File: src/rtl/cache_pkg.sv
// Shared parameters, FSM encoding and helpers for the
// cache line refill controller.
package cache_pkg;

  localparam int TAG_W    = 24;
  localparam int SET_W    = 3;
  localparam int OFFSET_W = 5;
  localparam int LINE_W   = 256;
  localparam int WAYS     = 8;
  localparam int BEATS    = 8;
  localparam int BEAT_W   = 32;
  localparam int NUM_SETS = 1 << SET_W;
  localparam int PTR_W    = $clog2(WAYS);

  typedef enum logic [1:0] {
    IDLE = 2'd0,
    REQ  = 2'd1,
    BEAT = 2'd2,
    FILL = 2'd3
  } refillStateT;

  function automatic logic [WAYS-1:0] oneHot(
    input logic [PTR_W-1:0] idx
  );
    logic [WAYS-1:0] res;
    res      = '0;
    res[idx] = 1'b1;
    return res;
  endfunction

endpackage

File: src/rtl/victim_rr_table.sv
// Per-set round-robin victim pointers with a
// set-indexed one-hot way select.
module victim_rr_table
  import cache_pkg::*;
(
  input  logic             clk,
  input  logic             reset,
  input  logic [SET_W-1:0] rdSet,
  input  logic             incEn,
  output logic [WAYS-1:0]  wayOneHot
);

  logic [PTR_W-1:0] ptrs [NUM_SETS];

  // advance only the pointer of the set being filled
  always_ff @(posedge clk) begin
    if (reset) begin
      for (int i = 0; i < NUM_SETS; i++) begin
        ptrs[i] <= '0;
      end
    end else if (incEn) begin
      ptrs[rdSet] <= ptrs[rdSet] + 1'b1;
    end
  end

  assign wayOneHot = oneHot(ptrs[rdSet]);

endmodule

File: src/rtl/cache_refill_ctrl.sv
// Miss-driven line refill: burst read, beat assembly
// and a one-cycle block write into the victim way.
module cache_refill_ctrl #(
  parameter int TAG_W = cache_pkg::TAG_W,
  parameter int WAYS  = cache_pkg::WAYS,
  parameter int BEATS = cache_pkg::BEATS
) (
  input  logic                        clk,
  input  logic                        reset,
  input  logic                        miss_req,
  input  logic [31:0]                 miss_addr,
  output logic                        miss_ack,
  output logic                        mem_req_valid,
  input  logic                        mem_req_ready,
  output logic [31:0]                 mem_addr,
  input  logic                        mem_rdata_valid,
  input  logic [31:0]                 mem_rdata,
  output logic                        fill_valid,
  output logic [cache_pkg::SET_W-1:0] fill_set,
  output logic [WAYS-1:0]             fill_way,
  output logic [TAG_W-1:0]            fill_tag,
  output logic [cache_pkg::LINE_W-1:0] fill_data,
  output logic                        fill_viv,
  output logic                        busy
);

  localparam int SW = cache_pkg::SET_W;
  localparam int OW = cache_pkg::OFFSET_W;
  localparam int BW = cache_pkg::BEAT_W;
  localparam int LW = cache_pkg::LINE_W;
  localparam int KW = $clog2(BEATS);
  localparam logic [KW-1:0] LAST = KW'(BEATS - 1);

  cache_pkg::refillStateT state;
  cache_pkg::refillStateT stateNext;

  logic [TAG_W-1:0] capTag;
  logic [SW-1:0]    capSet;
  logic [KW-1:0]    beatCnt;
  logic [LW-BW-1:0] lineBuf;
  logic [LW-1:0]    lineOut;
  logic [cache_pkg::WAYS-1:0] victimWay;

  logic acceptMiss;
  logic reqDone;
  logic beatTake;
  logic fillNow;
  logic unusedBits;

  assign unusedBits = ^miss_addr[OW-1:0];

  // next state and handshake strobes; reset forces all low
  always_comb begin
    stateNext  = state;
    acceptMiss = 1'b0;
    reqDone    = 1'b0;
    beatTake   = 1'b0;
    fillNow    = 1'b0;
    unique case (state)
      cache_pkg::IDLE: begin
        if (miss_req) begin
          acceptMiss = 1'b1;
          stateNext  = cache_pkg::REQ;
        end
      end
      cache_pkg::REQ: begin
        if (mem_req_ready) begin
          reqDone   = 1'b1;
          stateNext = cache_pkg::BEAT;
        end
      end
      cache_pkg::BEAT: begin
        if (mem_rdata_valid) begin
          beatTake = 1'b1;
          if (beatCnt == LAST) begin
            stateNext = cache_pkg::FILL;
          end
        end
      end
      cache_pkg::FILL: begin
        fillNow   = 1'b1;
        stateNext = cache_pkg::IDLE;
      end
      default: stateNext = cache_pkg::IDLE;
    endcase
    if (reset) begin
      stateNext  = cache_pkg::IDLE;
      acceptMiss = 1'b0;
      reqDone    = 1'b0;
      beatTake   = 1'b0;
      fillNow    = 1'b0;
    end
  end

  // state, captured miss address, beat counter and line
  always_ff @(posedge clk) begin
    if (reset) begin
      state   <= cache_pkg::IDLE;
      capTag  <= '0;
      capSet  <= '0;
      beatCnt <= '0;
      lineBuf <= '0;
      lineOut <= '0;
    end else begin
      state <= stateNext;
      if (acceptMiss) begin
        capTag <= miss_addr[31 -: TAG_W];
        capSet <= miss_addr[OW +: SW];
      end
      if (reqDone) begin
        beatCnt <= '0;
      end
      if (beatTake) begin
        beatCnt <= beatCnt + 1'b1;
        if (beatCnt == LAST) begin
          lineOut <= {mem_rdata, lineBuf};
        end else begin
          lineBuf[beatCnt*BW +: BW] <= mem_rdata;
        end
      end
    end
  end

  victim_rr_table uVictim (
    .clk       (clk),
    .reset     (reset),
    .rdSet     (capSet),
    .incEn     (fillNow),
    .wayOneHot (victimWay)
  );

  assign miss_ack      = acceptMiss;
  assign mem_req_valid = (state == cache_pkg::REQ) && !reset;
  assign busy          = (state != cache_pkg::IDLE) && !reset;
  assign mem_addr      = 32'({capTag, capSet, {OW{1'b0}}});
  assign fill_valid    = fillNow;
  assign fill_viv      = fillNow;
  assign fill_way      = fillNow ? WAYS'(victimWay) : '0;
  assign fill_set      = capSet;
  assign fill_tag      = capTag;
  assign fill_data     = lineOut;

endmodule

File: config.mk
export PLATFORM = sky130hd
export DESIGN_NAME = cache_refill_ctrl
export DESIGN_NICKNAME = d
export VERILOG_FILES = /design/src/rtl/cache_pkg.sv /design/src/rtl/victim_rr_table.sv /design/src/rtl/cache_refill_ctrl.sv
export SDC_FILE = /design/constraint.sdc
export NUM_CORES = 1
export LEC_CHECK = 0
export ABC_AREA = 1
export BUFFER_PORTS_ARGS = -buffer_cell sky130_fd_sc_hd__buf_2
export CAP_MARGIN = 40
export CORE_AREA = 2 2 245 175
export DETAILED_ROUTE_END_ITERATION = 10
export DIE_AREA = 0 0 247 177
export PLACE_DENSITY = 0.77
export SETUP_SLACK_MARGIN = 0.02
export SYNTH_ARGS = -nofsm -noshare
export SYNTH_HDL_FRONTEND = slang
export SYNTH_SLANG_ARGS = --single-unit
File: constraint.sdc
create_clock -name clk -period 1.93 [get_ports clk]
set_input_delay 0.579 -clock clk [delete_from_list [all_inputs] [get_ports clk]]
set_output_delay 0.579 -clock clk [all_outputs]
set_load 0.005 [all_outputs]
Word-level counts from Yosys, hierarchy flattened
Memories as Yosys holds them, arrays and structs flattened. A register that Yosys moved wholly into a read port is not among the register bits.
Index checks and enable logic that the tools add are counted.

storage, ports and cells
  register bits after elaboration = 512
  RAM bits = 24
  input bits = 69
  output and inout bits = 328
  logic and storage cells = 66
  memories = 1

cells by class
  $add $sub $neg = 3
  order comparisons = 2
  eq/ne operators = 8
  shift-type cells = 2
  muxes and demuxes = 32
  bitwise operators = 1
  reductions and logical operators = 11

memories
  name          depth  bits a word  rd ports  clocked after memory_dff  wr ports  line                   text
  uVictim.ptrs  8      3            1         1                         8         victim_rr_table.sv:13  logic [PTR_W-1:0] ptrs [NUM_SETS];

operators with widths
  cell                                                                           count
  224-bit bitwise mux                                                            1
  32-bit by 34-bit variable shift with 224-bit output (first input constant)     1
  32-bit by 34-bit indexed part select with 224-bit output                       1
  8-bit negation with 34-bit output                                              1
  1-bit two-way mux                                                              18
  3-bit two-way mux                                                              6
  2-bit two-way mux                                                              4
  8-bit two-way mux                                                              1
  2-bit inequality test (second input constant)                                  4
  2-bit one-hot mux with 4 select lines                                          1
  3-bit by 1-bit adder with 3-bit output (second input constant)                 2
  2-bit equality test (second input constant)                                    2
  3-bit by 4-bit less-than comparator with 1-bit output (second input constant)  1
  2-bit AND reduction                                                            2
  4-bit AND reduction                                                            1
  2-bit nonzero test                                                             2
  1-bit demux with 3-bit select                                                  1
  3-bit equality test (second input constant)                                    1
  3-bit by 1-bit >= comparator with 1-bit output (second input constant)         1
  1-bit logical AND                                                              3
  3-bit OR reduction                                                             1
  2-bit by 1-bit equality test with 1-bit output (second input constant)         1
  2-bit logical NOT                                                              1
  1-bit logical NOT                                                              1
  1-bit NOT                                                                      1

Longest topological paths before layout
  word-level depth = 8
  depth in mapped cells = 13
  depth with buffers taken out = 12

By module
Synthesis repeated with hierarchy kept, for this count alone.

unflattened totals
  cells, all modules = 2812
  area, all modules = 21237.9 µm²

by module, submodules not included
  module             times used  cells an instance  area an instance (µm²)  seq. area each (µm²)
  cache_refill_ctrl  1           2646               19901.6                 10249.8
  victim_rr_table    1           166                1336.3                  720.7

Worst setup path before layout
Ideal clock, no wire load.

  path type = register -> register
  from = register beatCnt[0]
  to = register lineBuf[136]
  library setup time = 0.128 ns
  data arrival time = 1.947 ns
  required time = 1.802 ns
  path slack = -0.144 ns
  cell stages (with the launch flop) = 12
  buffers on the path = 2
  period minus slack after synthesis = 2.074 ns
  cells stage by stage = dfxtp_1 -> inv_2 -> ha_1 -> ha_1 -> inv_2 -> nor2_4 -> inv_2 -> buf_2 -> clkbuf_1 -> nor2_1 -> o21ai_0 -> nor2_1

between the ends
  cells in the longest elaborated chain, start to end = 3
  elaborated cells on any way between the ends = 7
  classes of those cells = add/sub: 1; eq/ne: 1; shift: 2; mux: 1; bitwise: 1; reduce/logical: 1

RTL lines
  item                                                                                    line                                                text
  start, declared                                                                         cache_refill_ctrl.sv:39                             logic [KW-1:0] beatCnt;
  start signal, assigned                                                                  cache_refill_ctrl.sv:114                            beatCnt <= beatCnt + 1'b1;
  8-bit negation with 34-bit output / 3-bit equality test (equally long branches)         cache_refill_ctrl.sv:118, cache_refill_ctrl.sv:115
  32-bit by 34-bit indexed part select with 224-bit output, or another cell as far along  cache_refill_ctrl.sv:118                            lineBuf[beatCnt*BW +: BW] <= mem_rdata;
  224-bit bitwise mux / 2-bit AND reduction (equally long branches)                       n/a
  end signal, assigned by index                                                           cache_refill_ctrl.sv:118
  end, declared                                                                           cache_refill_ctrl.sv:40                             logic [LW-BW-1:0] lineBuf;

Parallel ways exist; a longest one is shown, timed or not.
A chain may end at the register's enable or synchronous reset.

==> results <==
- The number of placement rows is 63.
- In this run, the number of DRC markers left after iteration 0 of detailed routing was 1777.
- The first global-routing pass estimated 99700 µm of wire.
- The biggest area consumer among synthesized cells is sky130_fd_sc_hd__dfxtp_1.
- The setup slack of the critical path after layout is -0.517 ns.
- Of all nets on the critical path, the largest fanout is 6.
- The fraction of power consumed by combinational cells is 14.2%.
- In this run, synthesis produced a sequential element count of 539.
- The checks that failed: negative setup slack.
- The detail route stage leaves a number of antenna-violating nets equal to 0.
- Clock tree synthesis inserted a total of 51 buffers.
- Setup repair after global routing could not meet its margin everywhere.
- The power share of the clock group is 39.9%.
- The slack of the worst reg-to-reg path is -0.06 ns.
- After synthesis, flip-flops and latches occupy 54.0% of the total area.
- The via count is 20200.
- TritonCTS built the clock tree.
- The final setup skew is 0.0131 ns.
- The most used flip-flop cell after synthesis is sky130_fd_sc_hd__dfxtp_1.
- The maximum vdd drop is 0.000673 V.
- The final-layout fill cell count is 3261.
- The max-slew violation total from the final report is 0.
- The DRC violations left is 0.
- The cell count after placement is 3578.
- Synthesis instantiated 26 different standard cells from the library.
- In this run the tightest slew margin relative to its limit is 55.9%.
- In this run the count of I/O pins placed on the die edge is 397.
- For this run, global-route usage on met3 was measured as 7.26%.
- The met2 usage is 45.0%.
- The number of antenna violations at the first check in global routing is 2.
- The worst setup path is launched from a flip-flop.
- The register clock-pin slew on the reported worst setup and hold paths is 0.06 ns.
- The via count of the first global-routing pass is 18000.
- The most common cell after layout, fill and taps aside is sky130_fd_sc_hd__nor2_1.
- The pin count of the biggest net entering global routing is 86.
- The count of cells in the finished layout, fillers not included, comes to 3737.
- The final RePlAce weighted congestion is 0.899.
- The smallest clock period supported by the final layout is computed as 2.45 ns.
- The tree is rooted in a sky130_fd_sc_hd__clkbuf_16.
- The count of nets after finishing is 3233.
- The top cell type by area accounts for 50.5% of the synthesized area.
- At the worst endpoint, the required time is 1.35 ns.
- Compared with the post-synthesis result, the final layout area differs by 37.1%.
- Counting along the longest clock path gives a buffer depth of 3.
- After synthesis, the share of flip-flops with an asynchronous set or reset is 0%.
- Cells with a size suffix above 1 make up 30.7% of the layout.
- 0 antenna diodes ended up in the layout.
- Of the total power, registers draw 45.9%.
- The most used routing layer is met2.
- The die is 177 µm tall.
- The top cell types in the final layout, fill and taps aside, are 924 x sky130_fd_sc_hd__nor2_1, 510 x sky130_fd_sc_hd__dfxtp_1, 383 x sky130_fd_sc_hd__buf_2, 333 x sky130_fd_sc_hd__o21ai_0, 156 x sky130_fd_sc_hd__nand2_1.
- The cell area after synthesis is 20400 µm².
- The element type at the critical path end is an output pin.
- The hold path depth is 3.
- The count of mapped cells out of synthesis is 2726.
- The TritonCTS sink count is 539.
- For this design the ratio of total power to cell area is 905 nW/µm².
- OpenSTA, run right after detailed placement, puts the worst setup slack at -0.0758 ns.
- The x dimension of the die is 247 µm.
- In this run the critical register-to-register path is captured at lineBuf[151].
- The worst min-delay path category is in -> reg.
- The final layout contains routed wiring with a total length of 72300 µm.
- Global routing consumed, over all layers together, 29.3% of the routing resources.
- The reported net switching power is 6.84 mW.
- The initial core utilization is 49.2%.
- The launch point of the worst reg-to-reg path is beatCnt[2].
- Net switching is 27.0% of the power.
- In the final routed layout, each cell accounts on average for 19.4 µm.
- In the global route stage, met1 resource usage came out at 40.3%.
- The cell internal power dissipation is 18.5 mW.
- The portion of the clock cycle consumed by the worst path in the final layout is 127%.
- The transition time at the pin with the least slew margin is 0.659 ns.
- In this run the most critical hold path is launched from miss_addr[20].
- The average cell area after synthesis is 7.49 µm².
- Setup violations remaining at the end of the flow were counted as 117.
- The die covers 43700 µm².
- During placement, the flow inserted port buffers numbering 386.
- The final count of hold timing violations is 0.
- The worst min-delay path endpoint is fill_tag[12].
- The clock insertion delay at the later pin of the skew report is 0.58 ns.
- The maximum clock frequency is 0.409 GHz.
- The first-pass iteration count of the detailed router is 6.
- STA puts the critical path data arrival time at 1.87 ns.
- The flow ran to the end, but the final reports show violations.
- The global-route congestion overflow total is 0.
- The core outline area is 41500 µm².
- After synthesis, the cell types taking the most area are sky130_fd_sc_hd__dfxtp_1 50%, sky130_fd_sc_hd__nor2_1 19%, sky130_fd_sc_hd__o21ai_0 12%, sky130_fd_sc_hd__nand2_1 3.9%, sky130_fd_sc_hd__edfxtp_1 3.5%.
- The number of warnings reported in the yosys synthesis log is 0.
- The worst setup path is of the reg -> out kind.
- Measured in cells, the most critical reg-to-reg path has a length of 8.
- The level count of the clock H-tree is 2.
- The standby leakage power is 12.0 nW.
- Across the run, the number of max-cap violations was 0.
- The number of synthesized flops with an enable pin is 24.
- Summed over all nets, the half-perimeter wirelength after detailed placement is 46700 µm.
- Dividing the detail-routed via count by the number of cells gives 5.40.
[worst max-delay path by stage]
stage	cells after the start	start	to
after floorplan	11	flip-flop	uVictim.ptrs[0][2]
after global placement	12	flip-flop	uVictim.ptrs[6][2]
after detailed placement	10	flip-flop	uVictim.ptrs[1][2]
after CTS	9	flip-flop	fill_way[5]
after global routing	10	flip-flop	fill_way[7]
final	9	flip-flop	fill_way[5]
[routing by layer]
metal | share of wire, % | wire length (µm)
met5 | 0 | 0
met4 | 3.4 | 2440
met3 | 11 | 7690
met2 | 44 | 31700
met1 | 42 | 30500
[final cells by class]
| cell class | count | area [µm²] | share of cell area (%) |
|---|---|---|---|
| multi-input cells | 1881 | 9290 | 33.2 |
| well taps | 552 | 691 | 2.47 |
| inverters | 91 | 430 | 1.54 |
| repair buffers | 587 | 4890 | 17.4 |
| clock buffers | 68 | 1460 | 5.22 |
| clock inverters | 18 | 189 | 0.675 |
| repair inverters | 1 | 16.3 | 0.0581 |
| flip-flops and latches | 539 | 11000 | 39.4 |
[synth_stat cells, types with 4 or more instances]
master and n:
sky130_fd_sc_hd__nand3_1 25, sky130_fd_sc_hd__buf_2 62, sky130_fd_sc_hd__o21ai_0 472, sky130_fd_sc_hd__buf_4 39, sky130_fd_sc_hd__edfxtp_1 24, sky130_fd_sc_hd__inv_2 9, sky130_fd_sc_hd__nor2_1 1007, sky130_fd_sc_hd__inv_1 80
sky130_fd_sc_hd__clkbuf_1 111, sky130_fd_sc_hd__a21oi_1 54, sky130_fd_sc_hd__nand2_1 213, sky130_fd_sc_hd__dfxtp_1 515, sky130_fd_sc_hd__o21ai_1 26, sky130_fd_sc_hd__ha_1 12, sky130_fd_sc_hd__nand2_2 5, sky130_fd_sc_hd__buf_1 7
sky130_fd_sc_hd__nor3_1 50, sky130_fd_sc_hd__nor2_4 4
[logic make-up after synthesis]
kind of cell,share of synthesized area [%]
AND/OR/NAND/NOR,24.8
AO/OA/AOI/OAI,13.6
flip-flops,54.0
buffers and inverters,6.82
adder cells (fa/ha/maj),0.735
other,0.0184
[critical path, cell delays in order (launching register included)]
cell                      delay, ns
sky130_fd_sc_hd__dfxtp_4       0.37
sky130_fd_sc_hd__buf_4         0.17
sky130_fd_sc_hd__nand2_1       0.07
sky130_fd_sc_hd__nand3_1       0.07
sky130_fd_sc_hd__nand3_1       0.13
sky130_fd_sc_hd__nand2_2       0.12
sky130_fd_sc_hd__inv_2         0.10
sky130_fd_sc_hd__nand2_2       0.07
sky130_fd_sc_hd__nor2_1        0.10
sky130_fd_sc_hd__buf_2         0.12
[power by group through the flow]
stage | clock (mW) | combinational, mW | sequential [mW]
4_1_cts | 10.1 | 3.13 | 11.6
6_report | 10.1 | 3.60 | 11.6
2_1_floorplan | 0 | 1.62 | 11.8
5_1_grt | 10.6 | 3.85 | 11.7
3_3_place_gp | 0 | 2.67 | 11.8
3_5_place_dp | 0 | 2.72 | 11.8
[what timing repair did]
action | 4_1_cts | 5_1_grt
setup endpoints to repair | 153 | 360
buffers inserted | 23 | 10
pin swaps | 23 | 72
cloned | 10 | 33
endpoints found under the hold margin | 0 | 0
gates resized for setup | 135 | 421
hold buffers | 0 | 0
[state kept, by name, summed over array words and instances, names as in the netlist, named ones only]
name	flops
fill_data	256
lineBuf	224
fill_tag	24
uVictim.ptrs	24
beatCnt	3
fill_set	3
state	2
[metrics by stage]
stage               util (%)  power (mW)  setup TNS (ns)  area [µm²]  hold slack [ns]
floorplan                  -        13.4               0       20500            0.430
global placement        56.8        14.5          -0.701       23600            0.442
detailed placement      56.8        14.6           -1.58       23600            0.444
CTS                     62.6        24.9           -4.60       26000            0.255
global route            67.4        26.1          -23.70       28000            0.275
finish                  67.4        25.3           -6.01       28000            0.274
(Power assumes the default switching activity.)
